$ cat config.mk
export PLATFORM = sky130hd
export DESIGN_NAME = mips_memory
export DESIGN_NICKNAME = d
export VERILOG_FILES = /design/src/rtl/mips_memory.sv
export SDC_FILE = /design/constraint.sdc
export NUM_CORES = 2
export LEC_CHECK = 0
export BUFFER_PORTS_ARGS = -buffer_cell sky130_fd_sc_hd__buf_2
export CORE_MARGIN = 2
export CORE_UTILIZATION = 57
export DETAILED_ROUTE_END_ITERATION = 10
export PLACE_DENSITY = 0.78
export SYNTH_ARGS = -nofsm -noshare
export SYNTH_HDL_FRONTEND = slang
export SYNTH_SLANG_ARGS = --single-unit
$ cat constraint.sdc
create_clock -name clk -period 5 [get_ports clk]
set_clock_uncertainty 0.15 [all_clocks]
set_input_delay 1 -clock clk [delete_from_list [all_inputs] [get_ports clk]]
set_output_delay 1 -clock clk [all_outputs]
set_load 0.01 [all_outputs]
$ cat src/rtl/mips_memory.sv
// ---------------------------------------------------------------------------
// mips_memory
//
// This is the unified instruction and data memory for the multicycle MIPS core.
// It also holds a boot loader and a memory-mapped output register.
//
// Operation:
//   - After reset the block is in LOAD. A byte-stream loader fills the RAM
//     from address 0 upward.
//   - The stream ends in one of two ways:
//       * a byte flagged with load_last is accepted, or
//       * the RAM fills.
//     Either way, the block moves to RUN and raises cpu_run. cpu_run drives
//     the core's reset input.
//   - In RUN the core reads the RAM combinationally and writes it on the
//     clock edge.
//   - Address IO_ADDR is decoded as the output register io_out. Each core
//     write to it pulses io_strobe for one cycle.
//   - The RAM contents survive reset. A fresh load overlays them.
//
// Ports:
//   clk         system clock, rising edge
//   rst         asynchronous active-low reset
//   memread     core read strobe (intent only, no side effect)
//   memwrite    core write strobe
//   adr         core address                  [WIDTH]
//   writedata   core write data               [WIDTH]
//   memdata     combinational read data       [WIDTH]
//   load_valid  loader byte valid
//   load_data   loader byte                   [WIDTH]
//   load_last   marks the final loader byte
//   load_ready  block accepts a loader byte (LOAD state, out of reset)
//   load_sum    running sum of accepted loader bytes, mod 2^WIDTH
//   cpu_run     high once loading is complete; held until reset
//   io_out      memory-mapped output register
//   io_strobe   one-cycle pulse after each core write to IO_ADDR
// ---------------------------------------------------------------------------
module mips_memory #(
  parameter int unsigned          WIDTH    = 8,
  parameter int unsigned          ADDRBITS = 8,
  parameter logic [WIDTH-1:0]     IO_ADDR  = 8'hFF
) (
  input  logic             clk,
  input  logic             rst,
  input  logic             memread,
  input  logic             memwrite,
  input  logic [WIDTH-1:0] adr,
  input  logic [WIDTH-1:0] writedata,
  output logic [WIDTH-1:0] memdata,
  input  logic             load_valid,
  input  logic [WIDTH-1:0] load_data,
  input  logic             load_last,
  output logic             load_ready,
  output logic [WIDTH-1:0] load_sum,
  output logic             cpu_run,
  output logic [WIDTH-1:0] io_out,
  output logic             io_strobe
);

  localparam int unsigned DEPTH = 1 << ADDRBITS;

  typedef enum logic {
    ST_LOAD = 1'b0,
    ST_RUN  = 1'b1
  } state_e;

  // -------------------------------------------------------------------------
  // State and registers
  // -------------------------------------------------------------------------
  state_e              state_q,    state_d;
  logic [ADDRBITS-1:0] ptr_q,      ptr_d;
  logic [WIDTH-1:0]    load_sum_q, load_sum_d;
  logic [WIDTH-1:0]    io_out_q,   io_out_d;
  logic                io_strobe_q, io_strobe_d;

  logic [WIDTH-1:0]    mem [DEPTH];

  logic                load_fire;
  logic                core_io_we;
  logic                core_ram_we;
  logic                mem_we;
  logic [ADDRBITS-1:0] mem_waddr;
  logic [WIDTH-1:0]    mem_wdata;
  logic [ADDRBITS-1:0] core_idx;
  logic                is_io_adr;

  // memread only signals the core's intent. The read path is always active,
  // so memread has no effect on this block.
  logic unused_memread;
  assign unused_memread = memread;

  assign core_idx  = adr[ADDRBITS-1:0];
  assign is_io_adr = (adr == IO_ADDR);

  // load_ready is gated with rst so it reads 0 for the whole time reset is
  // held, even though the state register already sits in LOAD.
  assign load_ready = rst && (state_q == ST_LOAD);
  assign load_fire  = load_valid && load_ready;

  // The core writes only in RUN. Strobes issued during LOAD are dropped.
  assign core_io_we  = (state_q == ST_RUN) && memwrite &&  is_io_adr;
  assign core_ram_we = (state_q == ST_RUN) && memwrite && !is_io_adr;

  // -------------------------------------------------------------------------
  // Next-state and register updates
  // -------------------------------------------------------------------------
  // NOTE: every signal driven in an always_comb gets a default first, so no
  // path leaves it unassigned and no latch is inferred.
  always_comb begin
    state_d     = state_q;
    ptr_d       = ptr_q;
    load_sum_d  = load_sum_q;
    io_out_d    = io_out_q;
    io_strobe_d = 1'b0;

    unique case (state_q)
      ST_LOAD: begin
        if (load_fire) begin
          ptr_d      = ptr_q + 1'b1;
          load_sum_d = load_sum_q + load_data;
          // The last slot ends the load whether or not load_last is set.
          // This keeps the pointer from wrapping into a second pass.
          if (load_last || (&ptr_q)) begin
            state_d = ST_RUN;
          end
        end
      end
      ST_RUN: begin
        if (core_io_we) begin
          io_out_d    = writedata;
          io_strobe_d = 1'b1;
        end
      end
      default: state_d = ST_LOAD;
    endcase
  end

  // NOTE: sequential state uses non-blocking assignments only. Every flop then
  // samples pre-edge values, whatever order the statements are written in.
  always_ff @(posedge clk or negedge rst) begin
    if (!rst) begin
      state_q     <= ST_LOAD;
      ptr_q       <= '0;
      load_sum_q  <= '0;
      io_out_q    <= '0;
      io_strobe_q <= 1'b0;
    end else begin
      state_q     <= state_d;
      ptr_q       <= ptr_d;
      load_sum_q  <= load_sum_d;
      io_out_q    <= io_out_d;
      io_strobe_q <= io_strobe_d;
    end
  end

  // -------------------------------------------------------------------------
  // RAM write port
  // -------------------------------------------------------------------------
  // The loader and the core never compete for this port: the loader writes
  // only in LOAD and the core writes only in RUN.
  always_comb begin
    mem_we    = 1'b0;
    mem_waddr = ptr_q;
    mem_wdata = load_data;
    if (load_fire) begin
      mem_we = 1'b1;
    end else if (core_ram_we) begin
      mem_we    = 1'b1;
      mem_waddr = core_idx;
      mem_wdata = writedata;
    end
  end

  // NOTE: the RAM array has no reset. Its contents are meant to survive rst,
  // and leaving the reset off lets it map onto a plain memory macro.
  always_ff @(posedge clk) begin
    if (mem_we) begin
      mem[mem_waddr] <= mem_wdata;
    end
  end

  // -------------------------------------------------------------------------
  // Combinational read path
  // -------------------------------------------------------------------------
  // The core latches IR/MDR at the end of the strobe cycle, so data has to be
  // valid in the same cycle as adr. A write on this edge shows up from the
  // next cycle onward.
  always_comb begin
    memdata = '0;
    if (state_q == ST_RUN) begin
      memdata = is_io_adr ? io_out_q : mem[core_idx];
    end
  end

  assign load_sum  = load_sum_q;
  assign cpu_run   = (state_q == ST_RUN);
  assign io_out    = io_out_q;
  assign io_strobe = io_strobe_q;

endmodule
==> run_results.csv <==
group,metric,value,unit
power_and_ir_drop,powerDensity,395,nW/um^2
critical_path,crit_path_max_incr_delay,0.52,ns
synthesis,syn_nets,3968,
final_layout,final_cells,6677,
final_layout,nets,4661,
synthesis,netlist.area_leader.share,0.755,
floorplanning,pin_count,57,
power_and_ir_drop,cellLeakagePower,0.0317,uW
synthesis,synth_top_family_by_area,"multiplexers",
critical_path,cpLargestDelayFamily,"multiplexers",
min_path,hold_class,"primary input to asynchronous set/reset pin",
final_layout,fin_util,0.672,
route,drc_errors,0,
global_routing,first_global_vias,45049,
route,vias,44857,
synthesis,seq_area_frac_synth,0.763,
final_layout,regArea,62100,um^2
power_and_ir_drop,intPower,28900,uW
placed_design,dpl_worst_slack,-0.419,ns
timing,setup_viol,2,
critical_path,cp.arrival,3.86,ns
route,viasPerCell,6.72,
timing,finalCritPeriodShare,1.00,
route,first_pass_iters,7,
timing,hold_viol,0,
synthesis,yosys_warnings,0,
clocking,cts_root_buffer,"clkbuf_16",
status,failed_checks,"setup timing",
critical_path,cp-start-kind,"primary input",
global_routing,use_met3,0.0885,
synthesis,avgSynthCellArea,20.7,um^2
global_routing,use_met1,0.406,
route,dr.first_iter.drc_count,7160,
global_routing,grt_start_max_net_pins,141,
timing,fmax,200,MHz
critical_path,worst-path-buf-inv,3,
synthesis,synth.area.mux_share,0.158,
route,wl_per_cell,33.6,um
route,ant_nets,0,
synthesis,synth_top_area_cell,"edfxtp_1",
placed_design,hpwlAfterDp,138,mm
synthesis,synth-xor-area-share,0.00140,
final_layout,drive_gt1_frac,0.328,
timing,period_needed,5.01,ns
timing,fin_ws,-0.0119,ns
clocking,clk_pin_slew_worst_paths,0.06,ns
power_and_ir_drop,pwr-share-comb,0.092,
clocking,clock_latency,0.84,ns
floorplanning,die_w,382,um
final_layout,multiInputGateArea,18300,um^2
synthesis,syn_inst,3929,
clocking,cts_tree,"yes",
floorplanning,start_util,0.575,
final_layout,final_common_cell,"edfxtp_1",
synthesis,async_flop_share,0.0125,
final_layout,area_delta_synth_final,17.0,%
critical_path,required,3.85,ns
final_layout,final_cell_mix,"edfxtp_1 (2048), buf_4 (587), mux4_2 (489)",
placed_design,gp_congestion,1.02,
floorplanning,fp.dieH,382,um
critical_path,path_max_fanout,11,
global_routing,grt_antenna_before_repair,6,
critical_path,critPathKind,"primary input to primary output",
route,wirelength,225,mm
clocking,cts_max_path_buffers,3,
critical_path,cp_slowest_cell,"mux4_2",
power_and_ir_drop,switchingPower,8740,uW
synthesis,synth_edf_count,2048,
power_and_ir_drop,swShare,0.232,
synthesis,ys.flop_type,"edfxtp_1",
placed_design,placed_cells,6311,
placed_design,io_buffers,55,
synthesis,synthesis.area,81500,um^2
critical_path,path_cells,"bufbuf_16 > buf_12 > mux4_2 > mux4_2 > o22a_1 > or3_1 > a32oi_4 > nand2_2 > buf_2",
synthesis,synth-simple-area-share,0.0325,
clocking,clock-sinks,2074,
floorplanning,die_area,146000,um^2
timing,relSlewSlack,0.209,
timing,finalMaxSlewViolations,0,
global_routing,grt_pass1_wl,320,mm
synthesis,ys_ff_latch,2074,
power_and_ir_drop,pwr-share-clk,0.382,
flow_run,max_cap_violations,0,
clocking,cts_made_buffers,192,
global_routing,grt-busiest-layer,"met2",
global_routing,grt_usage,0.309,
power_and_ir_drop,pwr-share-seq,0.526,
global_routing,overflow,0,
power_and_ir_drop,worst_ir_drop_vdd,0.000398,V
critical_path,cp_common_cell,"mux4_2",
global_routing,use_met2,0.477,
final_layout,fillCellCount,8323,
floorplanning,core_area,142000,um^2
synthesis,synth_fa_ha_area_frac,0.00147,
power_and_ir_drop,total_power,37600,uW
floorplanning,row_count,138,
critical_path,cp-end-kind,"primary output",
synthesis,synth_cell_types,73,
clocking,cts_max_level,4,
status,outcome,"complete, but fails checks",
timing,worst_slew_pin_slew,1.18,ns
timing,setup_tns,-0.0160,ns
synthesis,synth_compound_area_frac,0.0260,
synthesis,synthTopCellsByArea,"edfxtp_1 (75%), mux4_2 (14%), mux2i_1 (2.0%)",
[what timing repair did]
action,in CTS,in global routing
hold endpoints to repair,0,0
endpoints found under the setup margin,8,8
gates cloned,3,2
hold buffers,0,0
buffers inserted,0,2
pin swaps,2,1
gates resized for setup,29,31
[layout make-up]
cell class	instances	share of cell area
repair buffers	724	0.0671
multi-input cells	1620	0.191
inverters	10	0.000446
diodes	13	0.000341
clock inverters	108	0.0102
well taps	1890	0.0248
clock buffers	238	0.0538
flip-flops and latches	2074	0.652
[worst reg2reg max path: cells and delay by family, from the launching register on]
family	cells	cell delay [ns]
buf+inv	4	1.19
simple gates	5	1.55
flops	1	0.36
compound gates	1	0.16
[per-layer routing]
metal | vias to the layer above | share of wire
li1 | 17638 | -
met1 | 22829 | 0.33
met2 | 3685 | 0.47
met3 | 699 | 0.14
met4 | 6 | 0.057
met5 | - | 0.00018
[registers in the layout, summed over array words and instances (netlist names)]
| signal | count |
|---|---|
| mem | 2048 |
| ptr_q | 8 |
| cpu_run | 1 |
| load_sum | 8 |
| io_out | 8 |
| io_strobe | 1 |
[cells by family (layout without fill, tap and decap cells)]
logic type / after synthesis / in the layout
mux: 674 / 674
simple gates: 624 / 624
other cells: 0 / 13
flops: 2074 / 2074
fa+ha+maj: 9 / 9
xor+xnor: 13 / 13
compound gates: 300 / 300
buf+inv: 235 / 1080
[synthesized netlist by cell type (4+ instances only)]
cell          n
edfxtp_1   2048
mux4_2      489
nor2_1      318
nand2_1     170
mux2i_1     163
clkbuf_1     73
buf_2        68
o21ai_0      46
a22oi_1      45
a21oi_1      40
nand3_1      40
buf_6        38
o22ai_1      32
a221oi_1     29
dfrtp_1      26
buf_4        24
nand2b_1     23
mux2_2       22
a22o_1       20
buf_1        15
o221ai_1     15
nor3_1       14
a31oi_1      12
or2_2        11
xnor2_1       9
ha_1          8
nor2b_1       8
and3_1        7
inv_1         7
nand3b_1      6
nor4_1        6
o211ai_1      6
buf_8         5
o2111ai_1     5
o21bai_1      5
a211oi_1      4
a221o_1       4
and2_1        4
or3_1         4
xor2_1        4
[path summary, 6_finish.rpt]
kind	startpoint	endpoint	slack [ns]	depth (start not counted)
max in group asynchronous	rst	ptr_q[5]	4.20	2
min in group clk	writedata[6]	io_out[6]	0.27	2
setup reg to reg	cpu_run	mem[235][7]	1.29	10
hold reg to reg	load_sum[7]	load_sum[7]	0.31	1
setup / recovery	adr[0]	memdata[5]	-0.01	9
hold / removal	rst	load_sum[0]	0.19	2
[through the flow]
step / hold WS, ns / area, um^2
2_1_floorplan: 0.343 / 81500
3_3_place_gp: 0.303 / 88800
3_5_place_dp: 0.306 / 88800
4_1_cts: 0.163 / 95100
5_1_grt: 0.208 / 95300
6_report: 0.187 / 95300
[power groups by stage]
| stage | combinational, uW | clock (uW) | sequential [uW] |
|---|---|---|---|
| floorplan | 1660 | 0 | 20300 |
| global placement | 3180 | 0 | 20100 |
| detailed placement | 3280 | 0 | 20100 |
| CTS | 3360 | 14400 | 19800 |
| global route | 3590 | 15100 | 19800 |
| finish | 3480 | 14400 | 19800 |
Note: power is estimated with default switching activity, not from simulation.
